File: src/rtl/can_cfg_pkg.sv
// Shared register indices, FSM state type and reset constants for the CAN configuration register file.
package can_cfg_pkg;

  localparam int unsigned NUM_REGS = 15;

  localparam logic [4:0] REG_MODE       = 5'd0;
  localparam logic [4:0] REG_BIT_TIMING = 5'd1;
  localparam logic [4:0] REG_INT_EN     = 5'd2;
  localparam logic [4:0] REG_INT_STATUS = 5'd3;
  localparam logic [4:0] REG_STATUS     = 5'd4;
  localparam logic [4:0] REG_TX_ID      = 5'd5;
  localparam logic [4:0] REG_TX_DLC     = 5'd6;
  localparam logic [4:0] REG_TX_DATA0   = 5'd7;
  localparam logic [4:0] REG_TX_DATA1   = 5'd8;
  localparam logic [4:0] REG_TX_CMD     = 5'd9;
  localparam logic [4:0] REG_RX_ID      = 5'd10;
  localparam logic [4:0] REG_RX_DLC     = 5'd11;
  localparam logic [4:0] REG_RX_DATA0   = 5'd12;
  localparam logic [4:0] REG_RX_DATA1   = 5'd13;
  localparam logic [4:0] REG_ERR_CNT    = 5'd14;

  localparam logic [31:0] MODE_RST_VAL = 32'h0000_0001;
  localparam logic [31:0] BT_RST_VAL   = 32'h0000_0000;

  typedef enum logic [1:0] {
    IDLE    = 2'd0,
    DECODE  = 2'd1,
    RESP    = 2'd2,
    RELEASE = 2'd3
  } cfg_state_t;

  function automatic logic reg_is_ro(input logic [4:0] idx);
    case (idx)
      REG_STATUS, REG_RX_ID, REG_RX_DLC, REG_RX_DATA0, REG_RX_DATA1, REG_ERR_CNT: reg_is_ro = 1'b1;
      default: reg_is_ro = 1'b0;
    endcase
  endfunction

endpackage

File: src/rtl/can_cfg_sel_decode.sv
// Combinational decode of the one-hot register select into an index plus legality flags.
module can_cfg_sel_decode
  import can_cfg_pkg::*;
#(
  parameter int NUM_SEL = 31
) (
  input  logic [NUM_SEL-1:0] sel,
  output logic [4:0]         idx,
  output logic               onehot_ok,
  output logic               mapped,
  output logic               readable,
  output logic               writable
);

  logic [4:0] idx_s;

  // Priority encode; the result only matters when the select is one-hot.
  always_comb begin
    idx_s = 5'd0;
    for (int i = 0; i < NUM_SEL; i++) begin
      idx_s = sel[i] ? 5'(i) : idx_s;
    end
  end

  assign idx       = idx_s;
  assign onehot_ok = (sel != '0) && ((sel & (sel - NUM_SEL'(1))) == '0);
  assign mapped    = (idx_s < 5'(NUM_REGS));
  assign readable  = mapped && (idx_s != REG_TX_CMD);
  assign writable  = mapped && !reg_is_ro(idx_s);

endmodule

File: src/rtl/can_cfg_regfile.sv
// CAN configuration/status register file behind the microcontroller interface.
// Define CAN_CFG_WPROT_EN to reject BIT_TIMING writes unless MODE[0] (reset_mode) is set.
module can_cfg_regfile
  import can_cfg_pkg::*;
#(
  parameter int          NUM_SEL  = 31,
  parameter logic [31:0] MODE_RST = MODE_RST_VAL,
  parameter logic [31:0] BT_RST   = BT_RST_VAL
) (
  input  logic               i_sys_clk,
  input  logic               i_reset_n,
  input  logic [31:0]        i_reg_w_bus,
  input  logic [NUM_SEL-1:0] i_rs_vector,
  input  logic               i_r_neg_w,
  output logic [31:0]        o_reg_r_data,
  output logic               o_reg_ack,
  output logic               o_reg_error,
  output logic [31:0]        o_mode,
  output logic [31:0]        o_bit_timing,
  output logic [31:0]        o_tx_id,
  output logic [31:0]        o_tx_dlc,
  output logic [31:0]        o_tx_data0,
  output logic [31:0]        o_tx_data1,
  output logic               o_tx_req,
  input  logic [31:0]        i_rx_id,
  input  logic [31:0]        i_rx_dlc,
  input  logic [31:0]        i_rx_data0,
  input  logic [31:0]        i_rx_data1,
  input  logic               i_rx_valid,
  input  logic [31:0]        i_status,
  input  logic [31:0]        i_err_cnt,
  input  logic [3:0]         i_evt,
  output logic               o_irq
);

  cfg_state_t         state_r;
  logic [NUM_SEL-1:0] sel_r;
  logic               rnw_r;
  logic [31:0]        wdata_r, resp_data_r, rdata_r;
  logic               resp_err_r, ack_r, err_r, tx_req_r, irq_r;
  logic [31:0]        mode_r, bt_r, tx_id_r, tx_d0_r, tx_d1_r;
  logic [31:0]        rx_id_r, rx_dlc_r, rx_d0_r, rx_d1_r;
  logic [3:0]         int_en_r, int_status_r, tx_dlc_r;

  logic [4:0]  idx_s;
  logic        onehot_s, mapped_s, readable_s, writable_s, wprot_s, illegal_s, wr_ok_s;
  logic [31:0] rd_mux_s;
  logic [3:0]  clr_s;

  can_cfg_sel_decode #(.NUM_SEL(NUM_SEL)) u_sel_decode (
    .sel       (sel_r),
    .idx       (idx_s),
    .onehot_ok (onehot_s),
    .mapped    (mapped_s),
    .readable  (readable_s),
    .writable  (writable_s)
  );

`ifdef CAN_CFG_WPROT_EN
  assign wprot_s = !rnw_r && (idx_s == REG_BIT_TIMING) && !mode_r[0];
`else
  assign wprot_s = 1'b0;
`endif

  assign illegal_s = !onehot_s || !mapped_s || (rnw_r && !readable_s) || (!rnw_r && !writable_s) || wprot_s;
  assign wr_ok_s   = (state_r == DECODE) && !rnw_r && !illegal_s;

  // Read data selection and W1C clear mask for the access held in sel_r.
  always_comb begin
    rd_mux_s = 32'h0;
    clr_s    = 4'h0;
    case (idx_s)
      REG_MODE:       rd_mux_s = mode_r;
      REG_BIT_TIMING: rd_mux_s = bt_r;
      REG_INT_EN:     rd_mux_s = {28'h0, int_en_r};
      REG_INT_STATUS: rd_mux_s = {28'h0, int_status_r};
      REG_STATUS:     rd_mux_s = i_status;
      REG_TX_ID:      rd_mux_s = tx_id_r;
      REG_TX_DLC:     rd_mux_s = {28'h0, tx_dlc_r};
      REG_TX_DATA0:   rd_mux_s = tx_d0_r;
      REG_TX_DATA1:   rd_mux_s = tx_d1_r;
      REG_RX_ID:      rd_mux_s = rx_id_r;
      REG_RX_DLC:     rd_mux_s = rx_dlc_r;
      REG_RX_DATA0:   rd_mux_s = rx_d0_r;
      REG_RX_DATA1:   rd_mux_s = rx_d1_r;
      REG_ERR_CNT:    rd_mux_s = {16'h0, i_err_cnt[15:0]};
      default:        rd_mux_s = 32'h0;
    endcase
    if (wr_ok_s && (idx_s == REG_INT_STATUS)) begin
      clr_s = wdata_r[3:0];
    end else begin
      clr_s = 4'h0;
    end
  end

  // Access FSM: capture, decode, one-cycle ack, then wait for the select to drop.
  always_ff @(posedge i_sys_clk) begin
    if (!i_reset_n) begin
      state_r     <= IDLE;
      sel_r       <= '0;
      rnw_r       <= 1'b0;
      wdata_r     <= 32'h0;
      resp_data_r <= 32'h0;
      resp_err_r  <= 1'b0;
      ack_r       <= 1'b0;
      rdata_r     <= 32'h0;
      err_r       <= 1'b0;
    end else begin
      ack_r <= 1'b0;
      case (state_r)
        IDLE: begin
          if (i_rs_vector != '0) begin
            sel_r   <= i_rs_vector;
            rnw_r   <= i_r_neg_w;
            wdata_r <= i_reg_w_bus;
            state_r <= DECODE;
          end
        end
        DECODE: begin
          resp_err_r  <= illegal_s;
          resp_data_r <= (illegal_s || !rnw_r) ? 32'h0 : rd_mux_s;
          state_r     <= RESP;
        end
        RESP: begin
          ack_r   <= 1'b1;
          rdata_r <= resp_data_r;
          err_r   <= resp_err_r;
          state_r <= RELEASE;
        end
        RELEASE: begin
          if (i_rs_vector == '0) begin
            state_r <= IDLE;
          end
        end
        default: state_r <= IDLE;
      endcase
    end
  end

  // Register storage, RX capture, event latching and interrupt output.
  always_ff @(posedge i_sys_clk) begin
    if (!i_reset_n) begin
      mode_r       <= MODE_RST;
      bt_r         <= BT_RST;
      int_en_r     <= 4'h0;
      int_status_r <= 4'h0;
      tx_id_r      <= 32'h0;
      tx_dlc_r     <= 4'h0;
      tx_d0_r      <= 32'h0;
      tx_d1_r      <= 32'h0;
      rx_id_r      <= 32'h0;
      rx_dlc_r     <= 32'h0;
      rx_d0_r      <= 32'h0;
      rx_d1_r      <= 32'h0;
      tx_req_r     <= 1'b0;
      irq_r        <= 1'b0;
    end else begin
      tx_req_r     <= wr_ok_s && (idx_s == REG_TX_CMD) && wdata_r[0];
      irq_r        <= |(int_status_r & int_en_r);
      int_status_r <= (int_status_r & ~clr_s) | i_evt;
      if (i_rx_valid) begin
        rx_id_r  <= i_rx_id;
        rx_dlc_r <= i_rx_dlc;
        rx_d0_r  <= i_rx_data0;
        rx_d1_r  <= i_rx_data1;
      end
      if (wr_ok_s) begin
        case (idx_s)
          REG_MODE:       mode_r   <= wdata_r;
          REG_BIT_TIMING: bt_r     <= wdata_r;
          REG_INT_EN:     int_en_r <= wdata_r[3:0];
          REG_TX_ID:      tx_id_r  <= wdata_r;
          REG_TX_DLC:     tx_dlc_r <= wdata_r[3:0];
          REG_TX_DATA0:   tx_d0_r  <= wdata_r;
          REG_TX_DATA1:   tx_d1_r  <= wdata_r;
          default: begin
          end
        endcase
      end
    end
  end

  assign o_reg_r_data = rdata_r;
  assign o_reg_ack    = ack_r;
  assign o_reg_error  = err_r;
  assign o_mode       = mode_r;
  assign o_bit_timing = bt_r;
  assign o_tx_id      = tx_id_r;
  assign o_tx_dlc     = {28'h0, tx_dlc_r};
  assign o_tx_data0   = tx_d0_r;
  assign o_tx_data1   = tx_d1_r;
  assign o_tx_req     = tx_req_r;
  assign o_irq        = irq_r;

endmodule

File: config.mk
export PLATFORM = sky130hd
export DESIGN_NAME = can_cfg_regfile
export DESIGN_NICKNAME = d
export VERILOG_FILES = /design/src/rtl/can_cfg_pkg.sv /design/src/rtl/can_cfg_sel_decode.sv /design/src/rtl/can_cfg_regfile.sv
export SDC_FILE = /design/constraint.sdc
export NUM_CORES = 1
export LEC_CHECK = 0
export BUFFER_PORTS_ARGS = -buffer_cell sky130_fd_sc_hd__buf_2
export CAP_MARGIN = 20
export CORE_AREA = 4 4 208 210
export DETAILED_ROUTE_END_ITERATION = 8
export DIE_AREA = 0 0 212 214
export GPL_TIMING_DRIVEN = 0
export PLACE_DENSITY = 0.73
export SLEW_MARGIN = 20
export SYNTH_ARGS = -nofsm -noshare
export SYNTH_HDL_FRONTEND = slang
export SYNTH_SLANG_ARGS = --single-unit
File: constraint.sdc
create_clock -name i_sys_clk -period 6.6 [get_ports i_sys_clk]
set_input_delay 0.33 -clock i_sys_clk [delete_from_list [all_inputs] [get_ports i_sys_clk]]
set_output_delay 0.33 -clock i_sys_clk [all_outputs]
set_load 0.02 [all_outputs]
==> flow_metrics.tcl <==
set metrics [dict create \
    outcome "complete, no violations" \
    critical_path_data_required_time_ns 7.11 \
    detail_route.wl_per_cell_um 26.9 \
    syn-instance-count 2111 \
    cts.sink_count 435 \
    cp-startpoint "sel_r[30]$_SDFFE_PN0P_" \
    route.detailed.drc 0 \
    regToRegSetupSlack_ns 2.03 \
    synth.avg_cell_area_um2 9.33 \
    clock_path_buffers 3 \
    number_of_placed_instances_taps_included 3124 \
    synth_edf_count 0 \
    portBuffers 445 \
    dr_total_vias 19200 \
    unrepaired_setup_endpoints_after_global_routing "false" \
    post_synth_instance_area_um2 19700 \
    post-route-min-period_ns 4.57 \
    hold_path_class "input port to flip-flop" \
    max_cap_violations 0 \
    cts_root_buf "sky130_fd_sc_hd__clkbuf_16" \
    overflow_left_after_global_routing 0 \
    drtIter0Drc 2128 \
    clock_skew_ns 0.0242 \
    worst_setup_path_endpoint "resp_data_r[10]$_SDFFE_PN0N_" \
    whs_ns 0.00690 \
    maxSlewHeadroom_pct 19.2 \
    internal-power_mw 5.09 \
    criticalPathCategory "flip-flop to flip-flop" \
    first_pass_grt_wire_length_mm 123 \
    post_cts_hold_buffer_count 46 \
    power.sequential.fraction_pct 36.7 \
    netSwitchingFraction_pct 36.6 \
    num_io_pins 491 \
    die-area_um2 45400 \
    clkPwrFrac_pct 34.8 \
    antenna_violating_nets_post_route 0 \
    seq_area_frac_synth_pct 44.2 \
    postSynth.asyncResetShare_pct 0 \
    worst_ir_drop_vdd_mv 0.254 \
    fin_nets 2948 \
    path_clk_slew_ns 0.06 \
    layout.cells.most_common "sky130_fd_sc_hd__buf_2" \
    final_period_util_pct 69.2 \
    finalSetupViolCount 0 \
    grt_antenna_before_repair 1 \
    timing.rr.end "resp_data_r[10]$_SDFFE_PN0N_" \
    yosysWarnings 0 \
    totalWireLength_mm 87.5 \
    finalMaxSlewViolations 0 \
    grt_start_max_net_pins 14 \
    gp_congestion 0.959 \
    final-instance-count-excl-fill 3259 \
    tritoncts_buffers 47 \
    switchingPower_mw 2.93 \
    first_global_vias 18700 \
    num_rows 75 \
    initial_utilization_pct 47.4 \
    die_h_um 214 \
    critical_path_peak_fanout 10 \
    placeableCoreArea_um2 41600 \
    syn2layout_area_growth_pct 26.2 \
    drt-pass1-iter-count 7 \
    worst_r2r_startpoint "sel_r[30]$_SDFFE_PN0P_" \
    totalNegativeSetupSlack_ns 0 \
    ys.flop_type "sky130_fd_sc_hd__dfxtp_1" \
    leading_cell_types_in_the_layout_fill_and_taps_excluded "458 x sky130_fd_sc_hd__buf_2, 435 x sky130_fd_sc_hd__dfxtp_1, 428 x sky130_fd_sc_hd__nand2_1, 339 x sky130_fd_sc_hd__mux2i_1, 196 x sky130_fd_sc_hd__nor2b_1" \
    cts_max_level 2 \
    postCtsSetupRepairBufs 0 \
    worst-r2r-cell-count 10 \
    critical_path_at_ns 5.07 \
    timing.critical_path.from_type "flip-flop" \
    proportion_of_power_drawn_by_combinational_gates_pct 28.4 \
    crit_path_end_kind "flip-flop" \
    library_cells_used_by_synthesis 76 \
    grt_use_total_pct 36.6 \
    tritoncts "yes" \
    fp.dieW_um 212 \
    vias_cell 5.88 \
    finalHoldViolations 0 \
    power_per_cell_area_nw_per_um2 323 \
    timing.fmax_mhz 219 \
    fraction_of_final_layout_cells_sized_beyond_drive_strength_1_pct 22.5 \
    power.leakage_nw 10.6 \
    ys_ff_latch 435 \
    detailedPlacementHpwl_mm 67.5 \
    clkLatencyLatePin_ns 0.60 \
    post_cts_resized 0 \
    tightestPinTransition_ns 1.20 \
]
## critical path, stage by stage, from the launching register on
cell                        delay, ns
sky130_fd_sc_hd__dfxtp_1         0.29
sky130_fd_sc_hd__clkbuf_1        0.29
sky130_fd_sc_hd__nor3_1          0.67
sky130_fd_sc_hd__nand4_1         0.28
sky130_fd_sc_hd__buf_2           0.32
sky130_fd_sc_hd__nor2_1          0.14
sky130_fd_sc_hd__nand4b_1        0.24
sky130_fd_sc_hd__a2111oi_4       1.11
sky130_fd_sc_hd__clkbuf_1        0.65
sky130_fd_sc_hd__o21ai_0         0.26
sky130_fd_sc_hd__a31oi_1         0.21
## final cells by class
class                           instances  area (um2)
Fill cell                            3702       16700
Multi-Input combinational cell       1509       10100
Sequential cell                       435        8710
Timing Repair Buffer                  493        2700
Clock buffer                           72        1440
Buffer                                180         925
Tap cell                              539         674
Clock inverter                         15         200
Inverter                               14        52.6
Antenna cell                            2        5.00
## registers in the layout (all words and copies together) (netlist names), 2 cells and up
name,cells
wdata_r,32
o_bit_timing,32
tx_dlc_r,4
sel_r,31
resp_data_r,32
o_tx_data0,32
state_r,2
o_tx_id,32
int_status_r,4
rx_dlc_r,32
o_reg_r_data,32
o_mode,32
int_en_r,4
o_tx_data1,32
rx_d0_r,32
rx_id_r,32
rx_d1_r,32
## power groups by stage
| stage | registers (mW) | clock network [mW] | logic (mW) |
|---|---|---|---|
| 2_1_floorplan | 2.94 | 0 | 1.33 |
| 4_1_cts | 2.94 | 2.79 | 2.22 |
| 5_1_grt | 2.96 | 2.90 | 2.40 |
| 3_3_place_gp | 2.99 | 0 | 2.14 |
| 6_report | 2.95 | 2.79 | 2.28 |
| 3_5_place_dp | 3.00 | 0 | 2.18 |
## cell usage after synthesis (6+ instances only)
| cell type | n | area share, % |
|---|---|---|
| sky130_fd_sc_hd__dfxtp_1 | 435 | 44 |
| sky130_fd_sc_hd__nand2_1 | 428 | 8.2 |
| sky130_fd_sc_hd__mux2i_1 | 339 | 17 |
| sky130_fd_sc_hd__nor2b_1 | 196 | 6.2 |
| sky130_fd_sc_hd__clkbuf_1 | 112 | 2.1 |
| sky130_fd_sc_hd__a21boi_0 | 67 | 2.6 |
| sky130_fd_sc_hd__a22oi_1 | 45 | 1.7 |
| sky130_fd_sc_hd__nor2_1 | 42 | 0.80 |
| sky130_fd_sc_hd__a21oi_1 | 38 | 0.97 |
| sky130_fd_sc_hd__o21ai_0 | 36 | 0.92 |
| sky130_fd_sc_hd__buf_4 | 34 | 1.3 |
| sky130_fd_sc_hd__nor3_1 | 27 | 0.69 |
| sky130_fd_sc_hd__and3_1 | 23 | 0.73 |
| sky130_fd_sc_hd__a222oi_1 | 21 | 1.1 |
| sky130_fd_sc_hd__a22o_1 | 17 | 0.76 |
| sky130_fd_sc_hd__a31oi_1 | 17 | 0.54 |
| sky130_fd_sc_hd__a2111oi_0 | 16 | 0.71 |
| sky130_fd_sc_hd__a221oi_1 | 16 | 0.71 |
| sky130_fd_sc_hd__buf_6 | 14 | 0.80 |
| sky130_fd_sc_hd__inv_1 | 14 | 0.27 |
| sky130_fd_sc_hd__buf_2 | 13 | 0.33 |
| sky130_fd_sc_hd__a41o_1 | 12 | 0.61 |
| sky130_fd_sc_hd__and4_1 | 10 | 0.44 |
| sky130_fd_sc_hd__nor4_1 | 10 | 0.32 |
| sky130_fd_sc_hd__a221o_1 | 9 | 0.46 |
| sky130_fd_sc_hd__nand3_1 | 9 | 0.23 |
| sky130_fd_sc_hd__buf_1 | 7 | 0.13 |
| sky130_fd_sc_hd__a211oi_1 | 6 | 0.23 |
| sky130_fd_sc_hd__nand4_1 | 6 | 0.19 |
## through the flow
stage	util, %	power [mW]	instance area (um2)	setup slack, ns
after detailed placement	54.7	5.18	22700	2.26
after global routing	59.8	8.27	24800	1.90
final	59.8	8.02	24800	2.03
after global placement	54.6	5.13	22700	1.60
after CTS	59.8	7.95	24800	2.21
after floorplan	-	4.27	19800	3.71
## layer usage
layer / vias to the layer above / GRT usage, % / wire length [um]
met2: 1214 / 57.7 / 39500
met3: 212 / 9.37 / 9730
met4: 0 / 15.2 / 4060
met1: 9200 / 47.7 / 34300
met5: - / 0 / 0
li1: 8545 / - / -
## worst min-delay path by stage
stage,startpoint,endpoint,cells past startpoint
after global routing,i_rx_id[12],rx_id_r[12]$_SDFFE_PN0P_,3
after detailed placement,resp_data_r[11]$_SDFFE_PN0N_,resp_data_r[11]$_SDFFE_PN0N_,2
final,i_rx_id[12],rx_id_r[12]$_SDFFE_PN0P_,3
after global placement,resp_data_r[11]$_SDFFE_PN0N_,resp_data_r[11]$_SDFFE_PN0N_,2
after floorplan,resp_data_r[11]$_SDFFE_PN0N_,resp_data_r[11]$_SDFFE_PN0N_,2
after CTS,i_evt[3],int_status_r[3]$_SDFF_PN0_,3
## cells by family (layout without fill, tap and decap cells)
logic type,after synthesis,count (layout),share of synthesized area (%)
other,1,30,0.0190
AOI/OAI and AO/OA,350,350,13.9
buffers and inverters,194,774,4.96
DFF,435,435,44.2
and+or+nand+nor,783,783,19.1
adders and majority gates,6,6,0.369
muxes,342,342,17.4
(Power assumes the default switching activity.)
